<file path="src/rtl/cpu_pkg.sv">
// Shared CPU definitions: datapath width defaults and the round-robin pick
// function used by the register-file read arbiter.
package cpu_pkg;

    // Datapath defaults shared by blocks that touch the register file.
    localparam int DATA_W_DEF = 64;
    localparam int REG_W_DEF  = 5;

    // The pick function works on a fixed maximum width; callers zero-extend.
    localparam int MAX_REQ = 8;
    localparam int IDX_W   = 3;

    typedef struct packed {
        logic               valid;
        logic [MAX_REQ-1:0] onehot;
        logic [IDX_W-1:0]   idx;
    } rr_pick_t;

    // First set request at or after ptr, searching upward and wrapping at n-1.
    // Requires ptr < n and n <= MAX_REQ; bits of req at or above n are ignored.
    function automatic rr_pick_t rr_pick(
        input logic [MAX_REQ-1:0] req,
        input logic [IDX_W-1:0]   ptr,
        input int                 n
    );
        rr_pick_t r;
        int       cand;
        r = '0;
        for (int k = 0; k < MAX_REQ; k++) begin
            if ((k < n) && !r.valid) begin
                cand = int'(ptr) + k;
                if (cand >= n) begin
                    cand = cand - n;
                end
                if (req[cand]) begin
                    r.valid        = 1'b1;
                    r.idx          = cand[IDX_W-1:0];
                    r.onehot[cand] = 1'b1;
                end
            end
        end
        return r;
    endfunction

endpackage

</file>
<file path="src/rtl/rr_picker.sv">
// Combinational rotate-and-priority search: grants the first asserted request
// at or after the pointer. Purely combinational; the pointer lives in the caller.
module rr_picker
    import cpu_pkg::*;
#(
    parameter int NUM_REQ = 4,
    parameter int PTR_W   = (NUM_REQ > 1) ? $clog2(NUM_REQ) : 1
) (
    input  logic [NUM_REQ-1:0] req,
    input  logic [PTR_W-1:0]   ptr,
    output logic               gnt_valid,
    output logic [NUM_REQ-1:0] gnt,
    output logic [PTR_W-1:0]   gnt_idx
);

    logic [MAX_REQ-1:0] req_ext;
    logic [IDX_W-1:0]   ptr_ext;
    rr_pick_t           pick;
    logic               unused_pick_bits;

    // Widen to the package's fixed width, run the search, narrow the result.
    always_comb begin
        req_ext                = '0;
        req_ext[NUM_REQ-1:0]   = req;
        ptr_ext                = '0;
        ptr_ext[PTR_W-1:0]     = ptr;
        pick                   = rr_pick(req_ext, ptr_ext, NUM_REQ);
        gnt_valid              = pick.valid;
        gnt                    = pick.onehot[NUM_REQ-1:0];
        gnt_idx                = pick.idx[PTR_W-1:0];
    end

    // Upper pick bits are always zero for NUM_REQ < MAX_REQ.
    assign unused_pick_bits = ^pick;

endmodule

</file>
<file path="src/rtl/rf_read_arbiter.sv">
// Register-file read-port arbiter: one reservation station per cycle gets
// both read ports, operands return one cycle later on a shared bus.
// Optional feature: define RF_ARB_WRITE_BYPASS_EN to forward same-cycle
// register-file writes into the returned operands.
module rf_read_arbiter
    import cpu_pkg::*;
#(
    parameter int NUM_REQ = 4,
    parameter int REG_W   = REG_W_DEF,
    parameter int DATA_W  = DATA_W_DEF
) (
    input  logic                            clk,
    input  logic                            rst,
    input  logic [NUM_REQ-1:0]              req,
    input  logic [NUM_REQ-1:0][REG_W-1:0]   req_addr1,
    input  logic [NUM_REQ-1:0][REG_W-1:0]   req_addr2,
    output logic [NUM_REQ-1:0]              gnt,
    output logic [REG_W-1:0]                read1,
    output logic [REG_W-1:0]                read2,
    output logic                            read1_enable,
    output logic                            read2_enable,
    input  logic [DATA_W-1:0]               read1_value,
    input  logic [DATA_W-1:0]               read2_value,
    input  logic [REG_W-1:0]                write1,
    input  logic [REG_W-1:0]                write2,
    input  logic                            write1_enable,
    input  logic                            write2_enable,
    input  logic [DATA_W-1:0]               write1_value,
    input  logic [DATA_W-1:0]               write2_value,
    output logic [NUM_REQ-1:0]              resp_valid,
    output logic [DATA_W-1:0]               resp_op1,
    output logic [DATA_W-1:0]               resp_op2
);

    localparam int PTR_W = (NUM_REQ > 1) ? $clog2(NUM_REQ) : 1;

    // Round-robin pointer and the response captured at grant time.
    logic [PTR_W-1:0]  ptr_q,       ptr_d;
    logic              resp_pend_q, resp_pend_d;
    logic [PTR_W-1:0]  resp_idx_q,  resp_idx_d;
    logic [DATA_W-1:0] resp_op1_q,  resp_op1_d;
    logic [DATA_W-1:0] resp_op2_q,  resp_op2_d;

    // Grant search results.
    logic              gnt_valid;
    logic [PTR_W-1:0]  gnt_idx;

    // One-hot masked addresses, OR-reduced into the read ports.
    logic [NUM_REQ-1:0][REG_W-1:0] addr1_masked;
    logic [NUM_REQ-1:0][REG_W-1:0] addr2_masked;

    // Operand values presented during a response cycle.
    logic [DATA_W-1:0] op1_live;
    logic [DATA_W-1:0] op2_live;

    rr_picker #(
        .NUM_REQ (NUM_REQ),
        .PTR_W   (PTR_W)
    ) u_picker (
        .req       (req),
        .ptr       (ptr_q),
        .gnt_valid (gnt_valid),
        .gnt       (gnt),
        .gnt_idx   (gnt_idx)
    );

    genvar gi;
    generate
        for (gi = 0; gi < NUM_REQ; gi++) begin : g_req
            assign addr1_masked[gi] = req_addr1[gi] & {REG_W{gnt[gi]}};
            assign addr2_masked[gi] = req_addr2[gi] & {REG_W{gnt[gi]}};
            assign resp_valid[gi]   = resp_pend_q & (resp_idx_q == PTR_W'(gi));
        end
    endgenerate

    // Drive the read ports from the granted requester; zero when idle.
    always_comb begin
        read1 = '0;
        read2 = '0;
        for (int i = 0; i < NUM_REQ; i++) begin
            read1 = read1 | addr1_masked[i];
            read2 = read2 | addr2_masked[i];
        end
        read1_enable = gnt_valid;
        read2_enable = gnt_valid;
    end

`ifdef RF_ARB_WRITE_BYPASS_EN
    // Bypass state captured in the grant cycle, consumed in the response cycle.
    logic              byp1_hit_q, byp1_hit_d;
    logic              byp2_hit_q, byp2_hit_d;
    logic [DATA_W-1:0] byp1_val_q, byp1_val_d;
    logic [DATA_W-1:0] byp2_val_q, byp2_val_d;

    // Match the snooped writes against the granted read addresses; port 2 is
    // the younger write, so it wins when both target the same register.
    always_comb begin
        byp1_hit_d = 1'b0;
        byp2_hit_d = 1'b0;
        byp1_val_d = '0;
        byp2_val_d = '0;
        if (gnt_valid) begin
            if (write2_enable && (write2 == read1)) begin
                byp1_hit_d = 1'b1;
                byp1_val_d = write2_value;
            end else if (write1_enable && (write1 == read1)) begin
                byp1_hit_d = 1'b1;
                byp1_val_d = write1_value;
            end
            if (write2_enable && (write2 == read2)) begin
                byp2_hit_d = 1'b1;
                byp2_val_d = write2_value;
            end else if (write1_enable && (write1 == read2)) begin
                byp2_hit_d = 1'b1;
                byp2_val_d = write1_value;
            end
        end
    end

    // Bypass registers.
    always_ff @(posedge clk or posedge rst) begin
        if (rst) begin
            byp1_hit_q <= 1'b0;
            byp2_hit_q <= 1'b0;
            byp1_val_q <= '0;
            byp2_val_q <= '0;
        end else begin
            byp1_hit_q <= byp1_hit_d;
            byp2_hit_q <= byp2_hit_d;
            byp1_val_q <= byp1_val_d;
            byp2_val_q <= byp2_val_d;
        end
    end

    // Forwarded write data replaces the stale register-file read.
    always_comb begin
        op1_live = byp1_hit_q ? byp1_val_q : read1_value;
        op2_live = byp2_hit_q ? byp2_val_q : read2_value;
    end
`else
    logic unused_snoop;

    // Without bypass the register-file data is returned untouched.
    always_comb begin
        op1_live = read1_value;
        op2_live = read2_value;
    end

    assign unused_snoop = ^{write1, write2, write1_enable, write2_enable,
                            write1_value, write2_value};
`endif

    // Response bus: live data in the response cycle, otherwise the last value.
    always_comb begin
        resp_op1 = resp_pend_q ? op1_live : resp_op1_q;
        resp_op2 = resp_pend_q ? op2_live : resp_op2_q;
    end

    // Next-state: advance the pointer past a grant, capture the response slot.
    always_comb begin
        ptr_d       = ptr_q;
        resp_pend_d = gnt_valid;
        resp_idx_d  = gnt_idx;
        resp_op1_d  = resp_op1;
        resp_op2_d  = resp_op2;
        if (gnt_valid) begin
            if (gnt_idx == PTR_W'(NUM_REQ - 1)) begin
                ptr_d = '0;
            end else begin
                ptr_d = gnt_idx + PTR_W'(1);
            end
        end
    end

    // Arbiter state; reset drops any response still in flight.
    always_ff @(posedge clk or posedge rst) begin
        if (rst) begin
            ptr_q       <= '0;
            resp_pend_q <= 1'b0;
            resp_idx_q  <= '0;
            resp_op1_q  <= '0;
            resp_op2_q  <= '0;
        end else begin
            ptr_q       <= ptr_d;
            resp_pend_q <= resp_pend_d;
            resp_idx_q  <= resp_idx_d;
            resp_op1_q  <= resp_op1_d;
            resp_op2_q  <= resp_op2_d;
        end
    end

endmodule

</file>
<file path="config.mk">
export PLATFORM = sky130hd
export DESIGN_NAME = rf_read_arbiter
export DESIGN_NICKNAME = d
export VERILOG_FILES = /design/src/rtl/cpu_pkg.sv /design/src/rtl/rr_picker.sv /design/src/rtl/rf_read_arbiter.sv
export SDC_FILE = /design/constraint.sdc
export NUM_CORES = 1
export LEC_CHECK = 0
export ABC_AREA = 1
export CAP_MARGIN = 10
export CORE_AREA = 2 2 180 182
export DETAILED_ROUTE_END_ITERATION = 10
export DIE_AREA = 0 0 182 184
export PLACE_DENSITY = 0.53
export SETUP_SLACK_MARGIN = 0.4
export SLEW_MARGIN = 20
export SYNTH_ARGS = -nofsm -noshare
export SYNTH_HDL_FRONTEND = slang
export SYNTH_SLANG_ARGS = --single-unit
</file>
<file path="constraint.sdc">
create_clock -name clk -period 5 [get_ports clk]
set_input_delay 0.5 -clock clk [delete_from_list [all_inputs] [get_ports clk]]
set_output_delay 0.5 -clock clk [all_outputs]
set_load 0.01 [all_outputs]
</file>
Yosys cells after proc, flatten, opt, wreduce, memory -nomap -nowiden
Cells that the tools add are included.
{"block": "word_totals", "input_bits": 314, "word_cells": 92, "output_inout_bits": 148, "ff_bits": 133}
{"block": "op_classes", "eq_ne": 4, "bitwise_logic": 21, "n_reduce_logical": 5, "muxes": 37, "order_cmp": 12, "add_sub_neg": 8}
{"op": "two-way mux 32 bit", "count": 7}
{"op": "greater-or-equal comparator 32 x 1 -> 1 bit (second input constant)", "count": 4}
{"op": "< comparator 32 x 5 -> 1 bit (second input constant)", "count": 4}
{"op": "two-way mux 64 bit", "count": 2}
{"op": "greater-or-equal comparator 32 x 4 -> 1 bit (second input constant)", "count": 3}
{"op": "subtractor 32 x 4 -> 32 bit (second input constant)", "count": 3}
{"op": "two-way mux 12 bit", "count": 7}
{"op": "AND 5 bit", "count": 8}
{"op": "bitwise OR 5 bit", "count": 6}
{"op": "bitwise OR 8 bit", "count": 3}
{"op": "binary-select mux 1 bit (select 3 bit)", "count": 4}
{"op": "demux 1 bit (select 3 bit)", "count": 4}
{"op": "two-way mux 1 bit", "count": 12}
{"op": "adder 2 x 2 -> 3 bit (second input constant)", "count": 2}
{"op": "== test 2 bit (second input constant)", "count": 3}
{"op": "AND 1 bit", "count": 4}
{"op": "logical AND 1 bit", "count": 4}
{"op": "subtractor 2 x 3 -> 4 bit (second input constant)", "count": 1}
{"op": "adder 2 x 1 -> 3 bit (second input constant)", "count": 1}
{"op": "greater-or-equal comparator 2 x 3 -> 1 bit (second input constant)", "count": 1}
{"op": "adder 2 x 1 -> 2 bit (second input constant)", "count": 1}
{"op": "== test 2 x 1 -> 1 bit (second input constant)", "count": 1}
{"op": "zero test 2 bit", "count": 1}
{"op": "two-way mux 2 bit", "count": 1}

Longest topological paths before layout
{"block": "logic_depth", "word_depth": 35, "ltp_mapped": 13, "mapped_depth_nobuf": 13}

Cells and area by module
From an unflattened synthesis, not the netlist that was laid out.
{"block": "hier_totals", "hier_cells": 730, "hier_area_um2": 5810.6}
{"module": "rf_read_arbiter", "n_inst": 1, "cells_per_inst": 657, "area_each_um2": 5348.9, "seq_area_each_um2": 3328.2}
{"module": "rr_picker", "n_inst": 1, "cells_per_inst": 73, "area_each_um2": 461.7, "seq_area_each_um2": 0.0}

Worst setup path before layout
OpenSTA, ideal clock, no wires.
{"block": "synth_timing", "path_kind": "reg-to-output", "startpoint": "reg ptr_q[0]", "endpoint": "out read1[3]", "path_stages_with_launch": 14, "t_required_ns": 4.500, "arrival_time_ns": 1.972, "setup_slack_ns": 2.528, "cell_sequence": "dfrtp_1 -> inv_2 -> ha_1 -> inv_1 -> nand3_1 -> nand2_1 -> nor2_4 -> a21oi_2 -> nand3_1 -> buf_4 -> nand2_1 -> nand2_1 -> inv_2 -> nand2_1"}
{"element": "start, declared", "line": "rf_read_arbiter.sv:38", "rtl": "logic [PTR_W-1:0] ptr_q, ptr_d;"}
{"element": "start signal, assigned", "line": "rf_read_arbiter.sv:184", "rtl": "ptr_q <= ptr_d;"}
{"element": "adder 2 x 1 -> 3 bit", "line": "cpu_pkg.sv:31", "rtl": "cand = int'(ptr) + k;"}
{"element": "subtractor 32 x 4 -> 32 bit / greater-or-equal comparator 32 x 4 -> 1 bit (equally long branches)", "line": "cpu_pkg.sv:33, cpu_pkg.sv:32"}
{"element": "two-way mux 32 bit", "line": "cpu_pkg.sv:32", "rtl": "if (cand >= n) begin"}
{"element": "two-way mux 32 bit", "line": "cpu_pkg.sv:30", "rtl": "if ((k < n) && !r.valid) begin"}
{"element": "greater-or-equal comparator 32 x 1 -> 1 bit (implied by the code) / < comparator 32 x 5 -> 1 bit (equally long branches)", "line": "cpu_pkg.sv:38", "rtl": "r.onehot[cand] = 1'b1;"}
{"element": "logical AND 1 bit (implied by the code)", "line": "cpu_pkg.sv:38"}
{"element": "two-way mux 1 bit (implied by the code)", "line": "cpu_pkg.sv:38"}
{"element": "demux 1 bit (select 3 bit)"}
{"element": "(+4 left out)"}
{"element": "two-way mux 12 bit", "line": "cpu_pkg.sv:35", "rtl": "if (req[cand]) begin"}
{"element": "two-way mux 12 bit", "line": "cpu_pkg.sv:30"}
{"element": "bitwise OR 8 bit (no source line)"}
{"element": "two-way mux 12 bit", "line": "cpu_pkg.sv:35"}
{"element": "two-way mux 12 bit *", "line": "cpu_pkg.sv:30"}
{"element": "named net gnt[3]", "line": "rf_read_arbiter.sv:17", "rtl": "output logic [NUM_REQ-1:0] gnt,"}
{"element": "AND 5 bit *", "line": "rf_read_arbiter.sv:70", "rtl": "assign addr1_masked[gi] = req_addr1[gi] & {REG_W{gnt[gi]}};"}
{"element": "bitwise OR 5 bit *", "line": "rf_read_arbiter.sv:81", "rtl": "read1 = read1 | addr1_masked[i];"}
{"element": "end, declared", "line": "rf_read_arbiter.sv:18", "rtl": "output logic [REG_W-1:0] read1,"}
The timed path passes the listed nets; every way through them passes the cells marked *. The select of a mux whose other input is x is not followed.

Worst setup path after layout
{"block": "layout_timing", "startpoint": "reg ptr_q[0]", "endpoint": "out read2[0]"}
{"block": "layout_between", "elab_chain_cells": 21}
{"element": "adder 2 x 1 -> 3 bit", "line": "cpu_pkg.sv:31"}
{"element": "subtractor 32 x 4 -> 32 bit / greater-or-equal comparator 32 x 4 -> 1 bit (equally long branches)", "line": "cpu_pkg.sv:33, cpu_pkg.sv:32"}
{"element": "two-way mux 32 bit", "line": "cpu_pkg.sv:32"}
{"element": "two-way mux 32 bit", "line": "cpu_pkg.sv:30"}
{"element": "greater-or-equal comparator 32 x 1 -> 1 bit (implied by the code) / < comparator 32 x 5 -> 1 bit (equally long branches)", "line": "cpu_pkg.sv:38"}
{"element": "logical AND 1 bit (implied by the code)", "line": "cpu_pkg.sv:38"}
{"element": "two-way mux 1 bit (implied by the code)", "line": "cpu_pkg.sv:38"}
{"element": "demux 1 bit (select 3 bit)"}
{"element": "(+4 left out)"}
{"element": "two-way mux 12 bit", "line": "cpu_pkg.sv:35"}
{"element": "two-way mux 12 bit", "line": "cpu_pkg.sv:30"}
{"element": "bitwise OR 8 bit (no source line)"}
{"element": "two-way mux 12 bit", "line": "cpu_pkg.sv:35"}
{"element": "two-way mux 12 bit *", "line": "cpu_pkg.sv:30"}
{"element": "AND 5 bit", "line": "rf_read_arbiter.sv:71", "rtl": "assign addr2_masked[gi] = req_addr2[gi] & {REG_W{gnt[gi]}};"}
{"element": "bitwise OR 5 bit (2 in a row)", "line": "rf_read_arbiter.sv:82", "rtl": "read2 = read2 | addr2_masked[i];"}
{"element": "bitwise OR 5 bit *", "line": "rf_read_arbiter.sv:82"}
{"element": "end, declared", "line": "rf_read_arbiter.sv:19", "rtl": "output logic [REG_W-1:0] read2,"}
Every way passes the cells marked *; elsewhere a longest branch is shown, timed or not. The select of a mux whose other input is x is not followed.

==> results_dict.tcl <==
set metrics [dict create \
    layout_common_cells "nand2_1 (463), clkdlybuf4s50_1 (321), dfrtp_1 (132), inv_1 (30), nand2_2 (19)" \
    arrival_ns 3.47 \
    synth.distinct_cells 25 \
    slowest_delay_ns 0.57 \
    die_h_um 184 \
    fin_cells 1462 \
    grt_pass1_wl_mm 30.2 \
    cp_num_buf_inv 4 \
    syn_nets 1057 \
    drtIter0Drc 260 \
    dieArea_um2 33500 \
    fin_skew_ns 0.00729 \
    fin_crit_sh_pct 79.5 \
    area_growth_pct 72.9 \
    grt_pass1_vias 5586 \
    tns_ns 0 \
    slowest_stage "dfrtp_1" \
    routed_wl_mm 19.3 \
    gp_congestion 0.744 \
    holdWs_ns 0.465 \
    ys_seq_elements 133 \
    tightest_slew_ns 0.905 \
    maxUsedRoutingLayer "met4" \
    worstPathMaxFanout 11 \
    crit_top_cell "nand2_1" \
    final_common_cell "nand2_1" \
    p_int_mw 3.33 \
    r2r_start "ptr_q[0]" \
    nNetsFinal 1367 \
    cp_top_family "simple AND/OR/NAND/NOR gates" \
    gr-usage-all-layers_pct 11.7 \
    cts-buffers-inserted 17 \
    antenna_found_initial 0 \
    placedCellCount 1430 \
    rsz0062_at_grt "no" \
    cts_resized 0 \
    hold_start "resp_op1_q[5]" \
    synth_warnings 0 \
    portBuffers 321 \
    maxCapViolCount 0 \
    firstDrtPassIters 6 \
    regArea_um2 3330 \
    p_sw_share_pct 36.9 \
    status "finished clean" \
    p_clk_share_pct 26.6 \
    core_um2 31400 \
    cts_root_buf "clkbuf_16" \
    die_w_um 182 \
    syn-cell-area_um2 5870 \
    dpl.hpwl_mm 13.3 \
    cts.sinks 133 \
    ant_nets 0 \
    vias 5572 \
    clock_insertion_delay_worst_skew_ns 0.43 \
    route.detailed.drc 0 \
    drive_gt1_share_pct 6.79 \
    max_clock_freq_mhz 252 \
    critPathKind "reg -> out" \
    finalPower_mw 5.28 \
    p_leak_nw 4.84 \
    p_sw_mw 1.95 \
    antenna_cells 0 \
    seq_power_share_pct 26.8 \
    hold_viol 0 \
    crit_start "ptr_q[0]" \
    gr-total-overflow 0 \
    clockBufferDepth 2 \
    placementRows 65 \
    syn_area_per_cell_um2 7.97 \
    cp_cell_sequence "inv_2 > ha_1 > inv_1 > nand3_1 > nand2_1 > nor2_4 > a21oi_2 > nand3_1 > nand2_1 > nand2_1 > inv_1 > nand2_1 > clkdlybuf4s50_1" \
    grt_max_degree 134 \
    initial_core_util_pct 18.7 \
    hold_buffers 0 \
    multi_input_area_um2 2250 \
    cp-start-kind "register" \
    met2WireLength_mm 9.27 \
    cp-end-kind "primary output" \
    comb_power_share_pct 46.6 \
    pwr_density_cell_nw_per_um2 520 \
    critPathRequiredTime_ns 4.50 \
    period_needed_ns 3.97 \
    netlist_instances 737 \
    ios 462 \
    setup_viol 0 \
    cts_setup_buffers 0 \
    ys_seq_area_share_pct 56.7 \
    drt-met1-wl_mm 8.30 \
    clk_pin_slew_worst_paths_ns 0.06 \
    routedWlPerCell_um 13.2 \
    cts_htree_levels 4 \
    ir_worst_vdd_mv 0.284 \
    cts_tree "yes" \
    via_per_inst 3.81 \
    hold_path.class "reg -> reg" \
    met3WireLength_mm 1.56 \
    drv_slew 0 \
    max-slew-margin-rel_pct 39.7 \
    fillers 3299 \
]
-- worst min-delay path: cells and delay by family (launching register included) --
kind / cells / cell delay [ns]
and+or+nand+nor: 2 / 0.11
DFF: 1 / 0.32
-- logic make-up after synthesis --
kind of cell / after synthesis / share of synthesized area (%)
buffers and inverters: 71 / 4.99
adder cells (fa/ha/maj): 6 / 1.28
AND/OR/NAND/NOR: 515 / 35.6
flip-flops: 133 / 56.7
AO/OA/AOI/OAI: 12 / 1.45
-- path summary, 6_finish.rpt --
| path | end | slack [ns] | cells after the start |
|---|---|---|---|
| max | read2[0] | 1.03 | 13 |
| min | resp_op1_q[5] | 0.46 | 2 |
| max reg2reg | ptr_q[1] | 2.74 | 11 |
| min reg2reg | resp_op1_q[5] | 0.46 | 2 |
| max in group asynchronous | resp_pend_q | 3.68 | 3 |
| min in group asynchronous | resp_op2_q[14] | 0.69 | 3 |
-- state kept, by name, summed over array words and instances (netlist names) --
name	flops
resp_op1_q	64
resp_op2_q	64
ptr_q	2
resp_idx_q	2
resp_pend_q	1
-- cell type report --
cell class | count | share of cell area [%]
Clock inverter | 14 | 2.22
Timing Repair Buffer | 324 | 32.1
Clock buffer | 18 | 4.23
Multi-Input combinational cell | 533 | 22.2
Inverter | 38 | 1.48
Sequential cell | 133 | 32.8
Tap cell | 402 | 4.95
-- synthesized netlist by cell type, drive strengths merged --
cell type | number | share of area (%)
clkbuf | 21 | 1.3
ha | 6 | 1.3
nor3 | 4 | 0.34
nor2 | 4 | 0.66
dfrtp | 133 | 57
clkinv | 2 | 0.13
buf | 12 | 1.2
nand3 | 18 | 2.0
inv | 36 | 2.3
a21oi | 4 | 0.60
nand4 | 4 | 0.43
a21boi | 4 | 0.51
nand3b | 1 | 0.13
nand2 | 484 | 32
o21ai | 4 | 0.34
-- power by group through the flow --
| stage | logic (mW) | registers, mW | clock network [mW] |
|---|---|---|---|
| after floorplan | 1.36 | 1.39 | 0 |
| after global placement | 2.50 | 1.43 | 0 |
| after detailed placement | 2.49 | 1.43 | 0 |
| after CTS | 2.51 | 1.42 | 1.46 |
| after global routing | 2.73 | 1.44 | 1.50 |
| final | 2.46 | 1.41 | 1.40 |
-- metrics by stage --
stage	worst slack [ns]	utilization, %	cell area (um^2)
global route	0.726	32.3	10200
floorplan	0.946	-	5870
CTS	0.954	32.3	10200
detailed placement	1.45	30.3	9500
global placement	1.43	30.3	9500
finish	1.03	32.3	10200
-- metal layers --
metal / vias up / GRT usage (%)
li1: 2854 / -
met1: 2489 / 13.2
met2: 220 / 20.2
met3: 9 / 4.60
met4: 0 / 3.58
met5: - / 0
(Power assumes the default switching activity.)
